## src/rtl/decode_stage.sv

```systemverilog
`default_nettype none
//============================================================================
// Module  : decode_stage
// Brief   : Registered RV32I decode stage with valid/ready handshake, flush
//           and a wrapping accepted-instruction counter.
// Revision: 1.0 - initial release
//============================================================================
module decode_stage #(
    parameter int XLEN  = 32,
    parameter int CNT_W = 32
) (
    input  logic             clk,
    input  logic             reset,
    input  logic             in_valid,
    output logic             in_ready,
    input  logic [31:0]      instr,
    input  logic [XLEN-1:0]  pc,
    input  logic             flush,
    output logic             out_valid,
    input  logic             out_ready,
    output logic [XLEN-1:0]  out_pc,
    output logic [9:0]       opClass,
    output logic [4:0]       rd,
    output logic [4:0]       rs1,
    output logic [4:0]       rs2,
    output logic [2:0]       funct3,
    output logic             funct7b5,
    output logic [XLEN-1:0]  imm,
    output logic             regWrite,
    output logic             illegal,
    output logic [CNT_W-1:0] instrCount
);

    localparam logic [6:0] c_OP_ALUREG = 7'b0110011;
    localparam logic [6:0] c_OP_ALUIMM = 7'b0010011;
    localparam logic [6:0] c_OP_BRANCH = 7'b1100011;
    localparam logic [6:0] c_OP_JALR   = 7'b1100111;
    localparam logic [6:0] c_OP_JAL    = 7'b1101111;
    localparam logic [6:0] c_OP_AUIPC  = 7'b0010111;
    localparam logic [6:0] c_OP_LUI    = 7'b0110111;
    localparam logic [6:0] c_OP_LOAD   = 7'b0000011;
    localparam logic [6:0] c_OP_STORE  = 7'b0100011;
    localparam logic [6:0] c_OP_SYSTEM = 7'b1110011;

    // Classes that write rd: ALUreg, ALUimm, JALR, JAL, AUIPC, LUI, Load
    localparam logic [9:0] c_WRITES_RD = 10'b0011111011;

    logic             r_outValid;
    logic [XLEN-1:0]  r_outPc;
    logic [9:0]       r_opClass;
    logic [4:0]       r_rd;
    logic [4:0]       r_rs1;
    logic [4:0]       r_rs2;
    logic [2:0]       r_funct3;
    logic             r_funct7b5;
    logic [XLEN-1:0]  r_imm;
    logic             r_regWrite;
    logic             r_illegal;
    logic [CNT_W-1:0] r_instrCount;

    logic             w_accept;
    logic [9:0]       w_opClass;
    logic             w_illegal;
    logic             w_regWrite;
    logic [XLEN-1:0]  w_imm;
    logic [XLEN-1:0]  w_immI;
    logic [XLEN-1:0]  w_immS;
    logic [XLEN-1:0]  w_immB;
    logic [XLEN-1:0]  w_immU;
    logic [XLEN-1:0]  w_immJ;

    assign in_ready = !reset && (!r_outValid || out_ready);
    assign w_accept = in_valid && in_ready && !flush;

    assign w_immI = XLEN'($signed(instr[31:20]));
    assign w_immS = XLEN'($signed({instr[31:25], instr[11:7]}));
    assign w_immB = XLEN'($signed({instr[31], instr[7], instr[30:25], instr[11:8], 1'b0}));
    assign w_immU = XLEN'($signed({instr[31:12], 12'b0}));
    assign w_immJ = XLEN'($signed({instr[31], instr[19:12], instr[20], instr[30:21], 1'b0}));

    always_comb begin
        w_opClass = '0;
        w_illegal = 1'b0;
        w_imm     = '0;
        case (instr[6:0])
            c_OP_ALUREG: w_opClass[0] = 1'b1;
            c_OP_ALUIMM: begin w_opClass[1] = 1'b1; w_imm = w_immI; end
            c_OP_BRANCH: begin w_opClass[2] = 1'b1; w_imm = w_immB; end
            c_OP_JALR:   begin w_opClass[3] = 1'b1; w_imm = w_immI; end
            c_OP_JAL:    begin w_opClass[4] = 1'b1; w_imm = w_immJ; end
            c_OP_AUIPC:  begin w_opClass[5] = 1'b1; w_imm = w_immU; end
            c_OP_LUI:    begin w_opClass[6] = 1'b1; w_imm = w_immU; end
            c_OP_LOAD:   begin w_opClass[7] = 1'b1; w_imm = w_immI; end
            c_OP_STORE:  begin w_opClass[8] = 1'b1; w_imm = w_immS; end
            c_OP_SYSTEM: w_opClass[9] = 1'b1;
            default:     w_illegal = 1'b1;
        endcase
    end

    // An illegal opcode leaves opClass all-zero, so the mask alone suppresses it
    assign w_regWrite = (|(w_opClass & c_WRITES_RD)) && (instr[11:7] != 5'd0);

    always_ff @(posedge clk) begin
        if (reset) begin
            r_outValid   <= 1'b0;
            r_outPc      <= '0;
            r_opClass    <= '0;
            r_rd         <= '0;
            r_rs1        <= '0;
            r_rs2        <= '0;
            r_funct3     <= '0;
            r_funct7b5   <= 1'b0;
            r_imm        <= '0;
            r_regWrite   <= 1'b0;
            r_illegal    <= 1'b0;
            r_instrCount <= '0;
        end else if (flush) begin
            r_outValid <= 1'b0;
        end else if (w_accept) begin
            r_outValid   <= 1'b1;
            r_outPc      <= pc;
            r_opClass    <= w_opClass;
            r_rd         <= instr[11:7];
            r_rs1        <= instr[19:15];
            r_rs2        <= instr[24:20];
            r_funct3     <= instr[14:12];
            r_funct7b5   <= instr[30];
            r_imm        <= w_imm;
            r_regWrite   <= w_regWrite;
            r_illegal    <= w_illegal;
            r_instrCount <= r_instrCount + CNT_W'(1);
        end else if (out_ready) begin
            r_outValid <= 1'b0;
        end
    end

    assign out_valid  = r_outValid;
    assign out_pc     = r_outPc;
    assign opClass    = r_opClass;
    assign rd         = r_rd;
    assign rs1        = r_rs1;
    assign rs2        = r_rs2;
    assign funct3     = r_funct3;
    assign funct7b5   = r_funct7b5;
    assign imm        = r_imm;
    assign regWrite   = r_regWrite;
    assign illegal    = r_illegal;
    assign instrCount = r_instrCount;

endmodule
`default_nettype wire

```

## config.mk

```make
export PLATFORM = sky130hd
export DESIGN_NAME = decode_stage
export DESIGN_NICKNAME = d
export VERILOG_FILES = /design/src/rtl/decode_stage.sv
export SDC_FILE = /design/constraint.sdc
export NUM_CORES = 1
export LEC_CHECK = 0
export ABC_AREA = 0
export BUFFER_PORTS_ARGS = -buffer_cell sky130_fd_sc_hd__buf_4
export CAP_MARGIN = 15
export CORE_ASPECT_RATIO = 0.75
export CORE_MARGIN = 8
export CORE_UTILIZATION = 49
export DETAILED_ROUTE_END_ITERATION = 6
export HOLD_SLACK_MARGIN = 0.06
export PLACE_DENSITY = 0.78
export REMOVE_ABC_BUFFERS = 1
export SETUP_SLACK_MARGIN = 0.5
export SLEW_MARGIN = 20
export SYNTH_ARGS = -nofsm -noshare
export SYNTH_HDL_FRONTEND = slang
export SYNTH_SLANG_ARGS = --single-unit
```

## constraint.sdc

```tcl
create_clock -name clk -period 1.9 [get_ports clk]
set_input_delay 0.095 -clock clk [delete_from_list [all_inputs] [get_ports clk]]
set_output_delay 0.095 -clock clk [all_outputs]
set_load 0.005 [all_outputs]
```

# [Word-level counts from Yosys, hierarchy flattened]
# Cells that the tools add are included.
[classes] n_addsub=1 n_eq_ne=10 n_mux=14 n_bitwise=1 reduce_logical=16
[op_table] op="case mux 32 bit (5 select lines)" n=1
[op_table] op="adder 32 x 1 -> 32 bit (second input constant)" n=1
[op_table] op="equality test 7 bit (second input constant)" n=4
[op_table] op="equality test 7 x 6 -> 1 bit (second input constant)" n=3
[op_table] op="equality test 7 x 5 -> 1 bit (second input constant)" n=2
[op_table] op="2-to-1 mux 1 bit" n=13
[op_table] op="OR reduction 10 bit" n=1
[op_table] op="equality test 7 x 2 -> 1 bit (second input constant)" n=1
[op_table] op="OR reduction 7 bit" n=1
[op_table] op="nonzero test 5 bit" n=1
[op_table] op="logical AND 1 bit" n=4
[op_table] op="OR reduction 2 bit" n=2
[op_table] op="zero test 1 bit" n=3
[op_table] op="OR reduction 3 bit" n=1
[op_table] op="AND reduction 2 bit" n=1
[op_table] op="nonzero test 2 bit" n=1
[op_table] op="logical OR 1 bit" n=1
[op_table] op="inverter 1 bit" n=1
[totals] regBits=128 wordCells=54

# [Longest topological paths before layout]
# Gate-level depths: netlist of run 1.
[logic_depth] depth_word=6 depth_mapped=7

# [Worst setup path after synthesis of run 1]
# Ideal clock, no wire load.
[synth_timing] kind="register -> register" start="register r_instrCount[5], in the netlist instrCount[5]" end="register r_instrCount[25], in the netlist instrCount[25]" setup_time_ns=0.121 arrival_ns=1.545 setup_slack_ns=0.235 stages_incl_launch_ff=6 n_path_buf=0 period_less_slack_ns=1.665 path_cell_list="dfxtp_1 -> and4_1 -> and4_1 -> nand3_2 -> nor4_1 -> mux2_2"
[synth_via] elab_chain_len=1
[synth_lines] element="from (decl)" line="59" rtl="logic [CNT_W-1:0] r_instrCount;"
[synth_lines] element="from (signal assigned)" line="131" rtl="r_instrCount <= r_instrCount + CNT_W'(1);"
[synth_lines] element="adder 32 x 1 -> 32 bit" line="131"
# Every way passes these cells.
# A chain may end at the register's enable or synchronous reset.

# [Worst setup path in the final report of run 1]
[layout_timing] start="register r_outValid, in the netlist out_valid" end="register r_opClass[7], in the netlist opClass[7]"
[layout_via] elab_chain_len=6
[layout_lines] element="from (decl)" line="48" rtl="logic r_outValid;"
[layout_lines] element="from (signal assigned)" line="105" rtl="r_outValid <= 1'b0;"
[layout_lines] element="from (signal assigned)" line="118" rtl="r_outValid <= 1'b0;"
[layout_lines] element="from (signal assigned)" line="120" rtl="r_outValid <= 1'b1;"
[layout_lines] element="zero test 1 bit" line="72" rtl="assign in_ready = !reset && (!r_outValid || out_ready);"
[layout_lines] element="logical OR 1 bit" line="72"
[layout_lines] element="logical AND 1 bit" line="72"
[layout_lines] element="logical AND 1 bit (2 in a row)" line="73" rtl="assign w_accept = in_valid && in_ready && !flush;"
[layout_lines] element="AND reduction 2 bit (no source line)"
[layout_lines] element="to (signal assigned)" line="122" rtl="r_opClass <= w_opClass;"
[layout_lines] element="to (decl)" line="50" rtl="logic [9:0] r_opClass;"
# Every way passes these cells.

==> results.ini, run 1 <==
[outcome]
outcome = complete, no violations

[die]
floorplan.io_pins = 198
die-height_um = 104
die-area_um2 = 13900
core_area_um2 = 10200
die_w_um = 134
initial_core_util_pct = 49.9
rows = 32

[placement]
post-place-cells = 924
gp_congestion = 0.871
dpl.hpwl_um = 11300
place_ws_ns = 0.0285
io_buffers = 197
place_area_um2 = 6700

[power]
intPower_w = 0.00539
p_total_w = 0.00714
pwr_density_cell_nw_per_um2 = 739
ir_worst_vdd_uv = 694
clkPwrFrac_pct = 50.2
switchingPower_w = 0.00175
leakagePower_nw = 4.07
swShare_pct = 24.5
seq_power_share_pct = 38.5
combPwrFrac_pct = 11.2

[setup_path]
cp_max_fo = 7
start_kind = flip-flop
critPathKind = reg2reg
worst_path_max_delay_cell = or4b_4
timing.rr.start = out_valid
cp.arrival_ns = 2.20
cp-startpoint = out_valid
crit_path_max_incr_delay_ns = 0.59
cp-end-kind = flip-flop
required_ns = 2.25
cp_cell_sequence = nor2b_4 -> or4b_4 -> buf_12 -> buf_6 -> nor3_2 -> a21oi_1 -> nor2_1

[sta]
tightest_slew_ns = 0.785
fin_crit_ns = 1.85
setup_slack_ns = 0.0506
max_freq_ghz = 0.541
setup_viol = 0
hold_viol_final = 0
period_share_pct = 97.3
clock-skew-final_ns = 0.0121
rsz0062_at_grt = true
setup_tns_ns = 0
slew_viol_final = 0
slew_headroom_pct = 47.1

[layout]
layout_commonest_cell = buf_4
layout_common_cells = 222 x buf_4, 109 x dfxtp_1, 92 x nand2_1, 64 x dlygate4sd3_1, 57 x a21oi_1
final_cells = 1078
stdcell_area_um2 = 9670
final_nets = 998
fillers = 286
area_delta_synth_final_pct = 89.9
drive_gt1_share_pct = 50.4

[synthesis]
syn_area_um2 = 5090
synth_cells = 617
synth-main-ff-cell = dfxtp_1
async_flop_share_pct = 0
avgSynthCellArea_um2 = 8.25
synth_seq_cells = 128
synthDistinctLibCells = 51
synth_edf_count = 0
ys_seq_area_share_pct = 50.3
yosysWarnings = 0

[clocking]
cts_made_buffers = 17
cts_max_level = 4
cts_buffer_depth = 2
cts_sinks = 128
clkSlewWorstSetupHoldPaths_ns = 0.06
cts_tree = done
clk_latency_ns = 0.44
root_buffer = clkbuf_16

[detailed_routing]
wl_per_cell_um = 25.6
drc = 0
wl_um = 27600
firstDrtPassIters = 5
drtAntennaViolNets = 0
vias = 6812
viasPerCell = 6.32
drtIter0Drc = 669

[grt]
grt-ovfl-total = 0
grt_usage_pct = 26.4
grt_pass1_vias = 5917
antenna_found_initial = 1
grt_max_degree = 62
grt_first_pass_wirelength_um = 30000

[worst_hold_path]
hp-class = in2reg
hp-start = instr[4]

[flow_run]
drv_cap = 0

## flip-flops by register name, indices dropped and copies added (netlist names)
register and count:
imm 32, rs2 5, instrCount 32, illegal 1, rs1 5, out_pc 32, rd 5, opClass 10
funct7b5 1, funct3 3, out_valid 1, regWrite 1
## synthesized netlist by cell type, types with 3 or more instances
cell type / n / area share, %
a22oi_1: 4 / 0.59
o21ai_0: 32 / 3.1
and2_1: 3 / 0.37
or3_1: 4 / 0.49
and3_1: 5 / 0.61
xnor2_1: 4 / 0.69
a21oi_1: 85 / 8.4
clkbuf_1: 23 / 1.7
nor2_1: 43 / 3.2
and4_1: 4 / 0.69
inv_1: 4 / 0.29
nor3_1: 6 / 0.59
buf_2: 17 / 1.7
nand3_1: 13 / 1.3
nand4_1: 17 / 2.1
nand2_1: 154 / 11
xor2_1: 22 / 3.8
nor4_1: 3 / 0.37
dfxtp_1: 128 / 50
a22o_1: 6 / 1.0
## path summary, 6_finish.rpt
check / endpoint / cells after the start / slack, ns
hold reg to reg: out_pc[23] / 2 / 0.46
setup reg to reg: opClass[7] / 7 / 0.05
hold / removal: opClass[8] / 4 / 0.11
setup / recovery: opClass[7] / 7 / 0.05
## power by group through the flow
stage                     clock [W]  combinational (W)  sequential, W
after floorplan                   0           0.000124        0.00281
after global placement            0           0.000412        0.00281
after detailed placement          0           0.000420        0.00281
after CTS                   0.00349           0.000593        0.00275
after global routing        0.00370           0.000828        0.00275
final                       0.00359           0.000803        0.00275
## critical path: cells and delay by family (launching register included)
family	cells	cell delay, ns
AND/OR/NAND/NOR	4	1.06
buffers and inverters	2	0.32
AO/OA/AOI/OAI	1	0.09
flip-flops	1	0.32
## what timing repair did
action,4_1_cts,5_1_grt
setup endpoints to repair,126,128
pin swaps,38,95
buffers inserted,15,25
gates resized for setup,109,197
cloned,7,10
endpoints found under the hold margin,91,0
hold buffers,64,0
## area by class of cell
type | instances | area (um^2) | share of cell area [%]
Inverter | 4 | 15.0 | 0.155
Clock buffer | 19 | 453 | 4.68
Tap cell | 136 | 170 | 1.76
Sequential cell | 128 | 2610 | 27.0
Clock inverter | 13 | 186 | 1.93
Timing Repair Buffer | 335 | 3160 | 32.7
Antenna cell | 1 | 2.50 | 0.0259
Multi-Input combinational cell | 442 | 3060 | 31.7
## through the flow
stage / hold WS [ns] / util (%)
3_3_place_gp: 0.310 / 65.6
3_5_place_dp: 0.314 / 65.6
2_1_floorplan: 0.157 / -
4_1_cts: 0.0817 / 83.5
6_report: 0.107 / 94.7
5_1_grt: 0.114 / 94.7
## routing by layer
metal	global-route usage [%]	wire, um	vias to the layer above
met5	0	0	-
met4	11.4	2070	0
met3	9.89	3190	204
met2	44.3	12900	669
met1	29.3	9410	3184
li1	-	-	2755
## cells by family after synthesis
logic type | after synthesis | synth area share, %
AO/OA/AOI/OAI | 141 | 15.4
XOR/XNOR | 26 | 4.47
adder cells (fa/ha/maj) | 1 | 0.246
buffers and inverters | 47 | 4.03
flip-flops | 128 | 50.3
multiplexers | 3 | 0.639
AND/OR/NAND/NOR | 271 | 24.9
Power figures use the tool's default switching activity.
==> run 2: changes to the inputs <==
- CELL_PAD_IN_SITES_DETAIL_PLACEMENT: not set -> 1
- CELL_PAD_IN_SITES_GLOBAL_PLACEMENT: not set -> 2
- CORE_UTILIZATION: 49 -> 27
- SETUP_SLACK_MARGIN: 0.5 -> 0.1
==> results.ini, run 2 (synthesized netlist as in run 1, its figures left out) <==
[detailed_routing]
drc = 0
highest-signal-layer = met4
drtIter0Drc = 323
wl_met1_um = 9510
wl_um = 20800
wl_met2_um = 9740
viasPerCell = 4.72
wl_per_cell_um = 18.1
drtAntennaViolNets = 0
wl_met3_um = 1270
vias = 5437
firstDrtPassIters = 4

[setup_path]
cp_cell_sequence = dlygate4sd3_1 -> buf_4 -> nand4b_1 -> nor4_4 -> clkdlybuf4s15_2 -> buf_4 -> nand2_1 -> xor2_1 -> nor2_1
crit_path_max_incr_delay_ns = 0.55
worst_path_max_delay_cell = dlygate4sd3_1
cp_top_family = buffers and inverters
required_ns = 2.18
critPathBufInv = 4
critPathKind = in2reg
cp-end-kind = flip-flop
crit_top_cell = buf_4
cp_max_fo = 5
cp.arrival_ns = 2.05
start_kind = input pin

[clocking]
clk_latency_ns = 0.42
root_buffer = clkbuf_16
cts_tree = done
clkSlewWorstSetupHoldPaths_ns = 0.06
cts_sinks = 128
cts_made_buffers = 17
cts_buffer_depth = 2
cts_max_level = 4

[die]
die_w_um = 175
die-height_um = 135
core_area_um2 = 18500
rows = 43
die-area_um2 = 23600
initial_core_util_pct = 27.5
floorplan.io_pins = 198

[sta]
slew_headroom_pct = 42.0
rsz0062_at_grt = true
setup_viol = 0
max_freq_ghz = 0.564
clock-skew-final_ns = 0.0113
tightest_slew_ns = 0.869
hold_viol_final = 0
period_share_pct = 93.3
fin_crit_ns = 1.77
slew_viol_final = 0

[grt]
grt_pass1_vias = 5724
grt_max_degree = 79
grt_usage_pct = 17.0
antenna_found_initial = 1
grt-ovfl-total = 0
grt_first_pass_wirelength_um = 31800

[placement]
io_buffers = 197
place_area_um2 = 6910
post-place-cells = 1043
dpl.hpwl_um = 14100
gp_congestion = 0.840

[power]
ir_worst_vdd_uv = 412
pwr_density_cell_nw_per_um2 = 801
leakagePower_nw = 3.46

[layout]
fillers = 2194
utilization_pct = 45.1
multiInputGateArea_um2 = 2400
layout_commonest_cell = buf_4
final_cells = 1152
final_nets = 961
stdcell_area_um2 = 8340
layout_common_cells = 228 x buf_4, 153 x nand2_1, 120 x dfxtp_1, 83 x a21oi_1, 62 x dlygate4sd3_1
regArea_um2 = 2570
area_delta_synth_final_pct = 63.8
drive_gt1_share_pct = 32.9

[worst_hold_path]
hp-class = in2reg

[outcome]
outcome = complete, no violations

[flow_run]
drv_cap = 0

run 2: changes by cell type in the layout (fill, tap and decap cells not counted), sizes merged:
| cell | previous run | this run |
|---|---|---|
| bufinv | 4 | 3 |
| buf | 264 | 234 |
| dlygate4sd3 | 64 | 62 |
| inv | 4 | 5 |
| clkbuf | 26 | 20 |
| clkdlybuf4s15 | 0 | 1 |
| clkinvlp | 4 | 3 |
| clkinv | 5 | 6 |
run 2: repair_timing:
| item | 4_1_cts | 5_1_grt |
|---|---|---|
| setup endpoints to repair | 0 | 51 |
| endpoints found under the hold margin | 88 | 0 |
| hold buffers | 62 | 0 |
| buffers inserted | 0 | 11 |
| resized for setup | 0 | 28 |
run 2: area by class of cell:
cell class / instances / share of cell area, %
multi-input combinational: 442 / 28.8
tap: 247 / 3.70
clock buffer: 19 / 5.31
antenna: 1 / 0.0300
inverter: 4 / 0.180
clock inverter: 13 / 1.95
sequential: 128 / 30.9
timing repair buffer: 298 / 29.2
run 2: where the power goes:
part | leakage [nW] | total, W | internal, W | switching [W]
logic | 2.13 | 0.000567 | 0.000297 | 0.000270
clock network | 0.289 | 0.00336 | 0.00210 | 0.00126
registers | 1.04 | 0.00275 | 0.00273 | 0.0000250
run 2: routing by layer:
| metal | GRT usage [%] | vias up |
|---|---|---|
| met5 | 0 | - |
| met3 | 5.94 | 21 |
| met4 | 5.21 | 0 |
| li1 | - | 2658 |
| met2 | 27.6 | 156 |
| met1 | 21.0 | 2602 |
run 2: per-stage QoR:
stage	hold slack [ns]	total power (W)	setup slack, ns	TNS, ns
2_1_floorplan	0.157	0.00293	-3.25	-257.24
3_3_place_gp	0.319	0.00324	0.161	0
3_5_place_dp	0.321	0.00325	0.145	0
4_1_cts	0.0605	0.00676	0.132	0
5_1_grt	0.0711	0.00694	0.0348	0
6_report	0.0680	0.00668	0.127	0
run 2: final timing paths:
| kind | startpoint | endpoint | slack (ns) | cells after the start |
|---|---|---|---|---|
| max reg2reg | instrCount[1] | instrCount[10] | 0.15 | 8 |
| min reg2reg | rs2[3] | rs2[3] | 0.46 | 2 |
| min | instr[4] | opClass[2] | 0.07 | 4 |
| max | flush | instrCount[10] | 0.13 | 9 |
run 2: worst min-delay path, stage by stage:
cell and delay (ns):
buf_4 0.15, nor4_1 0.08, nand2_1 0.06, a21oi_1 0.06
